<file path="config.mk">
export PLATFORM = sky130hd
export DESIGN_NAME = compute_arbiter
export DESIGN_NICKNAME = d
export VERILOG_FILES = /design/src/rtl/compute_arbiter.sv
export SDC_FILE = /design/constraint.sdc
export NUM_CORES = 1
export LEC_CHECK = 0
export BUFFER_PORTS_ARGS = -buffer_cell sky130_fd_sc_hd__buf_2
export CAP_MARGIN = 20
export CORE_ASPECT_RATIO = 0.8
export CORE_MARGIN = 2
export CORE_UTILIZATION = 25
export CTS_CLUSTER_DIAMETER = 60
export DETAILED_ROUTE_END_ITERATION = 10
export PLACE_DENSITY = 0.47
export SLEW_MARGIN = 20
export SYNTH_ARGS = -nofsm -noshare
export SYNTH_HDL_FRONTEND = slang
export SYNTH_SLANG_ARGS = --single-unit
export TNS_END_PERCENT = 10
</file>
<file path="constraint.sdc">
create_clock -name clk -period 2.5 [get_ports clk]
set_clock_uncertainty 0.2 [all_clocks]
set_input_delay 0.375 -clock clk [delete_from_list [all_inputs] [get_ports clk]]
set_output_delay 0.375 -clock clk [all_outputs]
set_load 0.05 [all_outputs]
</file>
<file path="src/rtl/compute_arbiter.sv">
// compute_arbiter: grants one of NUM_REQ processing units access to the single
// shared compute unit, runs the request/ready handshake, holds the grant until
// the unit reports done or a watchdog aborts the wait, and keeps utilisation
// counters for the system controller.
//
// Ports:
//   clk, rst_n        clock, asynchronous active-low reset
//   i_enable          arbitration enable (gates new grants in IDLE only)
//   i_rr_mode         1 = round-robin, 0 = fixed priority (lowest index wins)
//   i_req             per-unit level-held compute request
//   o_grant           one-hot grant (registered)
//   o_grant_id        index of the granted unit
//   o_grant_valid     a grant is outstanding
//   o_cu_request      request to the shared compute unit
//   i_cu_ready        shared unit accepts the request
//   i_cu_done         shared unit finished the current operation
//   o_timeout_err     sticky watchdog flag
//   i_err_clr         clears o_timeout_err and both counters
//   o_busy_cycles     saturating count of non-IDLE cycles
//   o_txn_count       saturating count of completed transactions
module compute_arbiter #(
    parameter int unsigned NUM_REQ        = 4,
    parameter int unsigned ID_W           = 2,
    parameter int unsigned TIMEOUT_CYCLES = 1024,
    parameter int unsigned COUNT_W        = 16
) (
    input  logic               clk,
    input  logic               rst_n,
    input  logic               i_enable,
    input  logic               i_rr_mode,
    input  logic [NUM_REQ-1:0] i_req,
    output logic [NUM_REQ-1:0] o_grant,
    output logic [ID_W-1:0]    o_grant_id,
    output logic               o_grant_valid,
    output logic               o_cu_request,
    input  logic               i_cu_ready,
    input  logic               i_cu_done,
    output logic               o_timeout_err,
    input  logic               i_err_clr,
    output logic [COUNT_W-1:0] o_busy_cycles,
    output logic [COUNT_W-1:0] o_txn_count
);

    localparam int unsigned WD_W = (TIMEOUT_CYCLES > 1) ? $clog2(TIMEOUT_CYCLES) : 1;

    typedef enum logic [1:0] {
        S_IDLE    = 2'd0,
        S_ISSUE   = 2'd1,
        S_WAIT    = 2'd2,
        S_RELEASE = 2'd3
    } state_t;

    state_t             r_state;
    state_t             w_state_nxt;

    logic [NUM_REQ-1:0] r_grant;
    logic [ID_W-1:0]    r_grant_id;
    logic               r_grant_valid;
    logic               r_cu_request;
    logic               r_rr_sel;
    logic               r_timeout_err;
    logic [ID_W-1:0]    r_ptr;
    logic [WD_W-1:0]    r_wd;
    logic [COUNT_W-1:0] r_busy;
    logic [COUNT_W-1:0] r_txn;

    logic [ID_W-1:0]    w_lo_id;
    logic [ID_W-1:0]    w_hi_id;
    logic               w_hi_found;
    logic [ID_W-1:0]    w_win_id;
    logic [NUM_REQ-1:0] w_win_oh;
    logic               w_start;
    logic               w_done;
    logic               w_timeout;

    // Winner select: descending scan leaves the lowest set index, and the
    // lowest set index at or above the pointer (round-robin without wrap).
    always_comb begin
        w_lo_id    = '0;
        w_hi_id    = '0;
        w_hi_found = 1'b0;
        for (int i = NUM_REQ - 1; i >= 0; i--) begin
            if (i_req[i]) begin
                w_lo_id = ID_W'(i);
                if (ID_W'(i) >= r_ptr) begin
                    w_hi_id    = ID_W'(i);
                    w_hi_found = 1'b1;
                end
            end
        end
        // Nothing at/above the pointer means the search wraps to the lowest index.
        w_win_id = (i_rr_mode && w_hi_found) ? w_hi_id : w_lo_id;
        for (int i = 0; i < NUM_REQ; i++) begin
            w_win_oh[i] = (w_win_id == ID_W'(i));
        end
    end

    // Next-state logic and transition strobes.
    always_comb begin
        w_state_nxt = r_state;
        w_start     = 1'b0;
        w_done      = 1'b0;
        w_timeout   = 1'b0;
        case (r_state)
            S_IDLE: begin
                if (i_enable && (|i_req)) begin
                    w_state_nxt = S_ISSUE;
                    w_start     = 1'b1;
                end
            end
            S_ISSUE: begin
                // An accepted handshake takes precedence over a same-cycle request drop.
                if (r_cu_request && i_cu_ready) begin
                    w_state_nxt = S_WAIT;
                end else if (!(|(i_req & r_grant))) begin
                    w_state_nxt = S_RELEASE;
                end
            end
            S_WAIT: begin
                if (i_cu_done) begin
                    w_state_nxt = S_RELEASE;
                    w_done      = 1'b1;
                end else if (r_wd == WD_W'(TIMEOUT_CYCLES - 1)) begin
                    w_state_nxt = S_RELEASE;
                    w_timeout   = 1'b1;
                end
            end
            S_RELEASE: begin
                w_state_nxt = S_IDLE;
            end
            default: begin
                w_state_nxt = S_IDLE;
            end
        endcase
    end

    // State register.
    always_ff @(posedge clk or negedge rst_n) begin
        if (!rst_n) begin
            r_state <= S_IDLE;
        end else begin
            r_state <= w_state_nxt;
        end
    end

    // Grant, handshake, watchdog, pointer and counter registers.
    always_ff @(posedge clk or negedge rst_n) begin
        if (!rst_n) begin
            r_grant       <= '0;
            r_grant_id    <= '0;
            r_grant_valid <= 1'b0;
            r_cu_request  <= 1'b0;
            r_rr_sel      <= 1'b0;
            r_timeout_err <= 1'b0;
            r_ptr         <= '0;
            r_wd          <= '0;
            r_busy        <= '0;
            r_txn         <= '0;
        end else begin
            if (w_start) begin
                r_grant       <= w_win_oh;
                r_grant_id    <= w_win_id;
                r_grant_valid <= 1'b1;
                r_rr_sel      <= i_rr_mode;
            end else if (r_state == S_RELEASE) begin
                r_grant       <= '0;
                r_grant_id    <= '0;
                r_grant_valid <= 1'b0;
            end

            r_cu_request <= (w_state_nxt == S_ISSUE);
            r_wd         <= (r_state == S_WAIT) ? r_wd + WD_W'(1) : '0;

            // Pointer moves past the winner only for completed round-robin grants.
            if ((w_done || w_timeout) && r_rr_sel) begin
                r_ptr <= (r_grant_id == ID_W'(NUM_REQ - 1)) ? '0 : r_grant_id + ID_W'(1);
            end

            if (w_timeout) begin
                r_timeout_err <= 1'b1;
            end else if (i_err_clr) begin
                r_timeout_err <= 1'b0;
            end

            if (i_err_clr) begin
                r_txn <= '0;
            end else if (w_done && (r_txn != '1)) begin
                r_txn <= r_txn + COUNT_W'(1);
            end

            if (i_err_clr) begin
                r_busy <= '0;
            end else if ((r_state != S_IDLE) && (r_busy != '1)) begin
                r_busy <= r_busy + COUNT_W'(1);
            end
        end
    end

    assign o_grant       = r_grant;
    assign o_grant_id    = r_grant_id;
    assign o_grant_valid = r_grant_valid;
    assign o_cu_request  = r_cu_request;
    assign o_timeout_err = r_timeout_err;
    assign o_busy_cycles = r_busy;
    assign o_txn_count   = r_txn;

endmodule

</file>
==> results by group, run 1 <==
Outcome
  – Outcome: finished, final reports clean

Floorplanning
  – Top-level I/O count: 52
  – Die ar.: 12600 sq um
  – Die X: 125 um
  – Die height: 101 um
  – Rows: 35
  – Initial Util: 25.6%
  – Core Region: 11500 sq um

Setup path
  – Worst Reg-to-Reg Cells: 7
  – Critical Path End: o_txn_count[5]$_DFFE_PN0P_
  – Setup crit start: o_txn_count[0]$_DFFE_PN0P_
  – Reg2Reg Setup Slack: 0.42 ns
  – Crit-path max FO: 6
  – Setup CP Type: flip-flop to flip-flop
  – Worst setup SP type: flip-flop
  – Reg-to-Reg Start: o_txn_count[0]$_DFFE_PN0P_
  – CP arrival: 2.05 ns
  – Worst endpoint required time: 2.46 ns
  – Reg2Reg Capture Point: o_txn_count[5]$_DFFE_PN0P_
  – Crit. End Element: flip-flop

Timing
  – Setup TNS Final: 0 ns
  – Final max-slew violation count: 0
  – RSZ-0062 raised after global routing: false
  – Final setup violating endpoints: 0
  – Post-layout minimum cycle time: 2.08 ns
  – Least-Margin Pin Slew: 0.641 ns
  – Peak Freq: 480 MHz
  – Slew headroom: 57.3%
  – Fin. Hold Viols: 0
  – Period utilization: 83.3%

Power
  – Leak: 1.63 nW
  – Peak VDD IR: 0.519 mV
  – Int Power: 1.70 mW
  – Combinational power share: 31.6%
  – Sw Pwr: 1.10 mW
  – Clk pwr share: 26.4%
  – Power Density: 788 nW/um^2
  – Switching Fraction: 39.3%
  – Reg power frac: 42.1%

Detailed routing
  – Routed Antenna Nets: 0
  – Detailed-route DRC error count: 0
  – Met2 Wirelength: 3.02 mm
  – Routed WL: 6.85 mm
  – Highest routed layer: met4
  – Routed vias/inst: 4.64
  – 1st-iter DRT viols: 150
  – Avg WL per Cell: 13.7 um
  – Routed vias: 2316
  – M1 WL: 3.53 mm
  – Met3 Wirelength: 241 um
  – Total iterations of the first detailed-routing run: 4

Clock tree
  – CTS Buf Count: 5
  – Worst-skew pair later-pin latency: 0.30 ns
  – Clock sinks: 56
  – Buffers inserted by post-CTS timing repair: 0
  – Clock-pin slew on the worst setup and hold paths: 0.07 ns
  – CTS tree: yes
  – Max Root-Sink Buffers: 2
  – Clock root cell: clkbuf_16
  – Htree depth: 2

Placement
  – HPWL Detailed: 4.97 mm
  – GPL Wtd Cong: 0.777
  – IO Port Bufs: 51

Synth
  – Yosys cell types: 49
  – Top cells by count, synth: 56 x dfrtp_1, 45 x nor2_1, 20 x nand2_1, 20 x xor2_1, 14 x xnor2_1
  – EDFF count, synth: 0
  – Count leader, synth: dfrtp_1
  – Leading register cell type out of synthesis: dfrtp_1
  – Mapped cell area: 2940 sq um
  – Top cells by area, synth: dfrtp_1 48%, xor2_1 6.0%, nor2_1 5.7%, xnor2_1 4.2%, nand2_1 2.6%
  – Yosys top cell area share: 47.7%
  – Mapped Cells: 293
  – Net Count, Synth: 308
  – Area leader, netlist: dfrtp_1
  – Sequential area share after synthesis: 47.7%
  – FF+latch count, synth: 56
  – Synth async-reset ratio: 100%
  – Syn avg cell area: 10.0 sq um
  – Syn. warnings: 0

Worst hold path
  – Hold Path Class: primary input to flip-flop

Global routing
  – First-pass GRT wire length: 11.8 mm
  – Initial antenna violation count: 0
  – Largest net degree at the start of global routing: 34
  – GRT Total Usage: 11.4%
  – Overflow after GRT: 0
  – Vias in the first global route: 2318

Finish
  – Layout area overhead: 20.9%
  – Layout cells sized above 1: 23.1%
  – Ant. Diodes: 0
  – Final Core Density: 31.0%
  – Fillers: 1230
  – Nets: 365

Run
  – Max-cap violations: 0
## timing repair
item	4_1_cts	5_1_grt
gates resized for setup	0	0
hold buffers	1	0
endpoints found under the hold margin	56	0
## cell usage in the layout, fill, tap and decap left out, types with 7 or more instances in the layout
master,count
a21oi_1,11
dfrtp_1,56
nand4_1,8
nand2_1,20
nor2_1,45
xnor2_1,14
buf_2,51
xor2_1,20
and4_1,8
o21ai_0,8
and3_1,7
nand3_1,12
buf_4,7
## per-stage QoR
step	worst slack, ns	hold slack [ns]	area, sq um	total power, mW	cells
2_1_floorplan	0.202	-0.121	2940	1.82	293
3_3_place_gp	0.492	0.193	3390	2.08	490
3_5_place_dp	0.424	0.191	3390	2.09	490
4_1_cts	0.409	0.125	3550	2.84	499
5_1_grt	0.192	0.128	3550	2.98	499
6_report	0.418	0.128	3550	2.80	499
## metal layers
metal	track usage (%)	vias up
met1	16.5	1109
met5	0	-
met4	2.31	0
met3	2.76	7
met2	17.6	43
li1	-	1157
## cells by family (layout without fill, tap and decap cells)
group	after synthesis	in the layout	share of synthesized area, %
multiplexers	7	7	2.51
AND/OR/NAND/NOR	128	128	23.6
flip-flops	56	56	47.7
buffers and inverters	15	73	2.09
XOR/XNOR	34	34	10.1
adder cells (fa/ha/maj)	4	4	1.70
AO/OA/AOI/OAI	49	49	12.3
## worst min path at each step
stage | end | from | depth (start not counted)
after floorplan | o_busy_cycles[0]$_DFFE_PN0P_ | rst_n | 0
after global placement | o_busy_cycles[8]$_DFFE_PN0P_ | rst_n | 2
after detailed placement | o_busy_cycles[8]$_DFFE_PN0P_ | rst_n | 2
after CTS | o_timeout_err$_DFFE_PN0P_ | i_cu_done | 2
after global routing | o_timeout_err$_DFFE_PN0P_ | i_cu_done | 2
final | o_timeout_err$_DFFE_PN0P_ | i_cu_done | 2
## flip-flops by register name, summed over array words and instances, names as in the netlist
name,flops
o_busy_cycles,16
o_cu_request,1
o_grant,4
o_grant_id,2
o_grant_valid,1
o_timeout_err,1
o_txn_count,16
r_ptr,2
r_rr_sel,1
r_state,2
r_wd,10
## critical path, cell delays in order (launching register included)
cell,delay [ns]
dfrtp_1,0.43
ha_1,0.20
nand3_1,0.16
nor4b_4,0.43
buf_4,0.22
a21oi_1,0.08
xnor2_1,0.17
nor2_1,0.05
## power by group through the flow
stage / logic, mW / registers, mW / clock network [mW]
after global placement: 0.890 / 1.19 / 0
after CTS: 0.898 / 1.18 / 0.758
after floorplan: 0.393 / 1.42 / 0
after global routing: 0.971 / 1.21 / 0.800
final: 0.884 / 1.18 / 0.737
after detailed placement: 0.893 / 1.20 / 0
## final cells by class
type / count / area (sq um) / share of cell area, %
clock inverters: 3 / 25.0 / 0.704
multi-input cells: 222 / 1480 / 41.5
inverters: 6 / 22.5 / 0.634
well taps: 148 / 185 / 5.21
clock buffers: 5 / 125 / 3.52
repair buffers: 59 / 318 / 8.94
flip-flops and latches: 56 / 1400 / 39.4
Power figures use the tool's default switching activity.
==> run 2, diff against run 1 <==
Settings changed: PLACE_DENSITY 0.47 to 0.48.
Clock period 2.5 ns to 1.7 ns, I/O delays scaled along.
==> run 2 against run 1 <==
Compared with the run above: the flow now finishes with violations (negative setup slack); first-iteration DRC count is 25% lower; sequential cell count is the same; worst hold slack got worse by 0.055 ns; sequential power up 44%; fmax up 15%; critical endpoint is now o_grant[1]$_DFFE_PN0P_; highest routed layer unchanged.
==> results by group, run 2 (same netlist as run 1, synthesis figures left out) <==
Timing
  – RSZ-0062 raised after global routing: true
  – Fin Hold WS: 0.0734 ns
  – Final setup violating endpoints: 21
  – Slew headroom: 76.9%
  – Peak Freq: 552 MHz
  – Period utilization: 107%
  – Final max-slew violation count: 0
  – Worst setup margin: -0.111 ns
  – Fin. Hold Viols: 0
  – Least-Margin Pin Slew: 0.345 ns
  – Setup TNS Final: -0.849 ns
  – Post-layout minimum cycle time: 1.81 ns

Power
  – Leak: 2.06 nW
  – Combinational power share: 38.8%
  – Switching Fraction: 38.5%
  – Peak VDD IR: 0.956 mV
  – Power Density: 1030 nW/um^2
  – Clk pwr share: 23.7%
  – Total power draw: 4.55 mW
  – Sw Pwr: 1.75 mW
  – Int Power: 2.80 mW
  – Reg power frac: 37.5%

Floorplanning
  – Top-level I/O count: 52
  – Die X: 125 um
  – Rows: 35
  – Core Region: 11500 sq um
  – Die ar.: 12600 sq um
  – Die height: 101 um
  – Initial Util: 25.6%

Finish
  – Final std cells w/o fill: 576
  – Nets: 442
  – Final Core Density: 38.4%
  – Layout area overhead: 50.0%
  – Final instance area: 4410 sq um
  – Layout cells sized above 1: 47.0%
  – Commonest non-fill, non-tap cells in the layout: 79 x buf_4, 51 x buf_2, 45 x nor2_1
  – Ant. Diodes: 0
  – Most common cell after layout, fill and taps aside: buf_4

Setup path
  – WP depth: 5
  – Setup crit start: r_ptr[0]$_DFFE_PN0P_
  – Setup CP Type: flip-flop to flip-flop
  – Reg-to-Reg Start: r_ptr[0]$_DFFE_PN0P_
  – Cells along the critical path: nand2b_4 -> a211o_1 -> o21ai_2 -> mux2_4 -> a32o_1
  – Reg2Reg Capture Point: o_grant[1]$_DFFE_PN0P_
  – Worst setup SP type: flip-flop
  – CP arrival: 1.80 ns
  – CP top delay family: compound AO/OA/AOI/OAI gates
  – Reg2Reg Setup Slack: -0.11 ns
  – Crit-path max FO: 4
  – Crit. End Element: flip-flop
  – Slowest stage delay, CP: 0.42 ns
  – Slowest CP cell: dfrtp_1
  – Critical Path End: o_grant[1]$_DFFE_PN0P_
  – Worst Path Buf+Inv: 0
  – Worst Reg-to-Reg Cells: 5
  – Worst endpoint required time: 1.69 ns

Clock tree
  – CTS Buf Count: 5
  – Htree depth: 2
  – Clock root cell: clkbuf_16
  – CTS tree: yes
  – Max Root-Sink Buffers: 2
  – Worst-skew pair later-pin latency: 0.30 ns
  – Clock sinks: 56
  – Clock-pin slew on the worst setup and hold paths: 0.08 ns

Detailed routing
  – Routed WL: 7.89 mm
  – Avg WL per Cell: 13.7 um
  – Routed vias: 2636
  – 1st-iter DRT viols: 113
  – Routed Antenna Nets: 0
  – Routed vias/inst: 4.58
  – Detailed-route DRC error count: 0
  – Total iterations of the first detailed-routing run: 4

Placement
  – GPL Wtd Cong: 0.800
  – Worst slack, placed: -0.209 ns
  – DP Area: 4050 sq um
  – HPWL Detailed: 5.64 mm
  – Cell Count Post-Placement: 562
  – IO Port Bufs: 51

Global routing
  – Initial antenna violation count: 0
  – First-pass GRT wire length: 13.1 mm
  – Largest net degree at the start of global routing: 57
  – Vias in the first global route: 2654
  – GRT Total Usage: 12.8%
  – Overflow after GRT: 0

Run
  – Max-cap violations: 0

Outcome
  – Outcome: finished with violations
  – Violated checks: negative setup slack

Worst hold path
  – Hold Path Class: primary input to flip-flop
[run 2: cell count changes in the layout (fill, tap and decap cells not counted), moves of 3 or more]
cell | previous run | this run
buf_4 | 7 | 79
a211oi_1 | 3 | 0
dfrtp_2 | 0 | 20
nor3_1 | 6 | 3
buf_12 | 0 | 3
dfrtp_1 | 56 | 36
o21ai_1 | 0 | 4
o21ai_0 | 8 | 2
a211oi_2 | 0 | 3
[run 2: layout make-up]
| cell class | count | area (sq um) |
|---|---|---|
| repair buffers | 136 | 941 |
| fillers | 1151 | 7070 |
| multi-input cells | 222 | 1680 |
| flip-flops and latches | 56 | 1430 |
| clock buffers | 5 | 125 |
| well taps | 148 | 185 |
| inverters | 6 | 22.5 |
| clock inverters | 3 | 25.0 |
[run 2: how the worst min path moves through the flow]
stage	startpoint	end	slack, ns	depth (start not counted)
6_report	i_cu_ready	o_cu_request$_DFF_PN0_	0.07	3
5_1_grt	i_cu_ready	o_cu_request$_DFF_PN0_	0.1	3
4_1_cts	i_cu_ready	o_cu_request$_DFF_PN0_	0.08	3
3_5_place_dp	rst_n	o_txn_count[2]$_DFFE_PN0P_	0.09	2
3_3_place_gp	rst_n	o_txn_count[11]$_DFFE_PN0P_	0.09	2
2_1_floorplan	rst_n	o_busy_cycles[0]$_DFFE_PN0P_	-0.24	0
[run 2: worst reg2reg max path: cells and delay by family (launching register included)]
family,cells,cell delay [ns]
simple gates,1,0.16
flops,1,0.42
compound gates,3,0.60
mux,1,0.33
[run 2: layer usage]
layer / vias to the layer above / track usage (%) / part of all wire [%]
li1: 1315 / - / -
met1: 1271 / 17.4 / 48
met2: 46 / 21.0 / 47
met3: 4 / 2.92 / 3.7
met4: 0 / 2.82 / 0.75
met5: - / 0 / 0
[run 2: power by group through the flow]
stage	logic, mW	clock network, mW	registers [mW]
after floorplan	0.587	0	2.11
after global placement	1.63	0	1.72
after detailed placement	1.65	0	1.72
after CTS	1.73	1.12	1.70
after global routing	1.90	1.16	1.74
final	1.76	1.08	1.70
[run 2: what timing repair did]
item / in CTS / in global routing
resized for setup: 21 / 16
pin swaps: 11 / 17
hold buffers: 1 / 0
endpoints found under the hold margin: 56 / 0
setup buffers: 3 / 2
setup endpoints to repair: 36 / 41
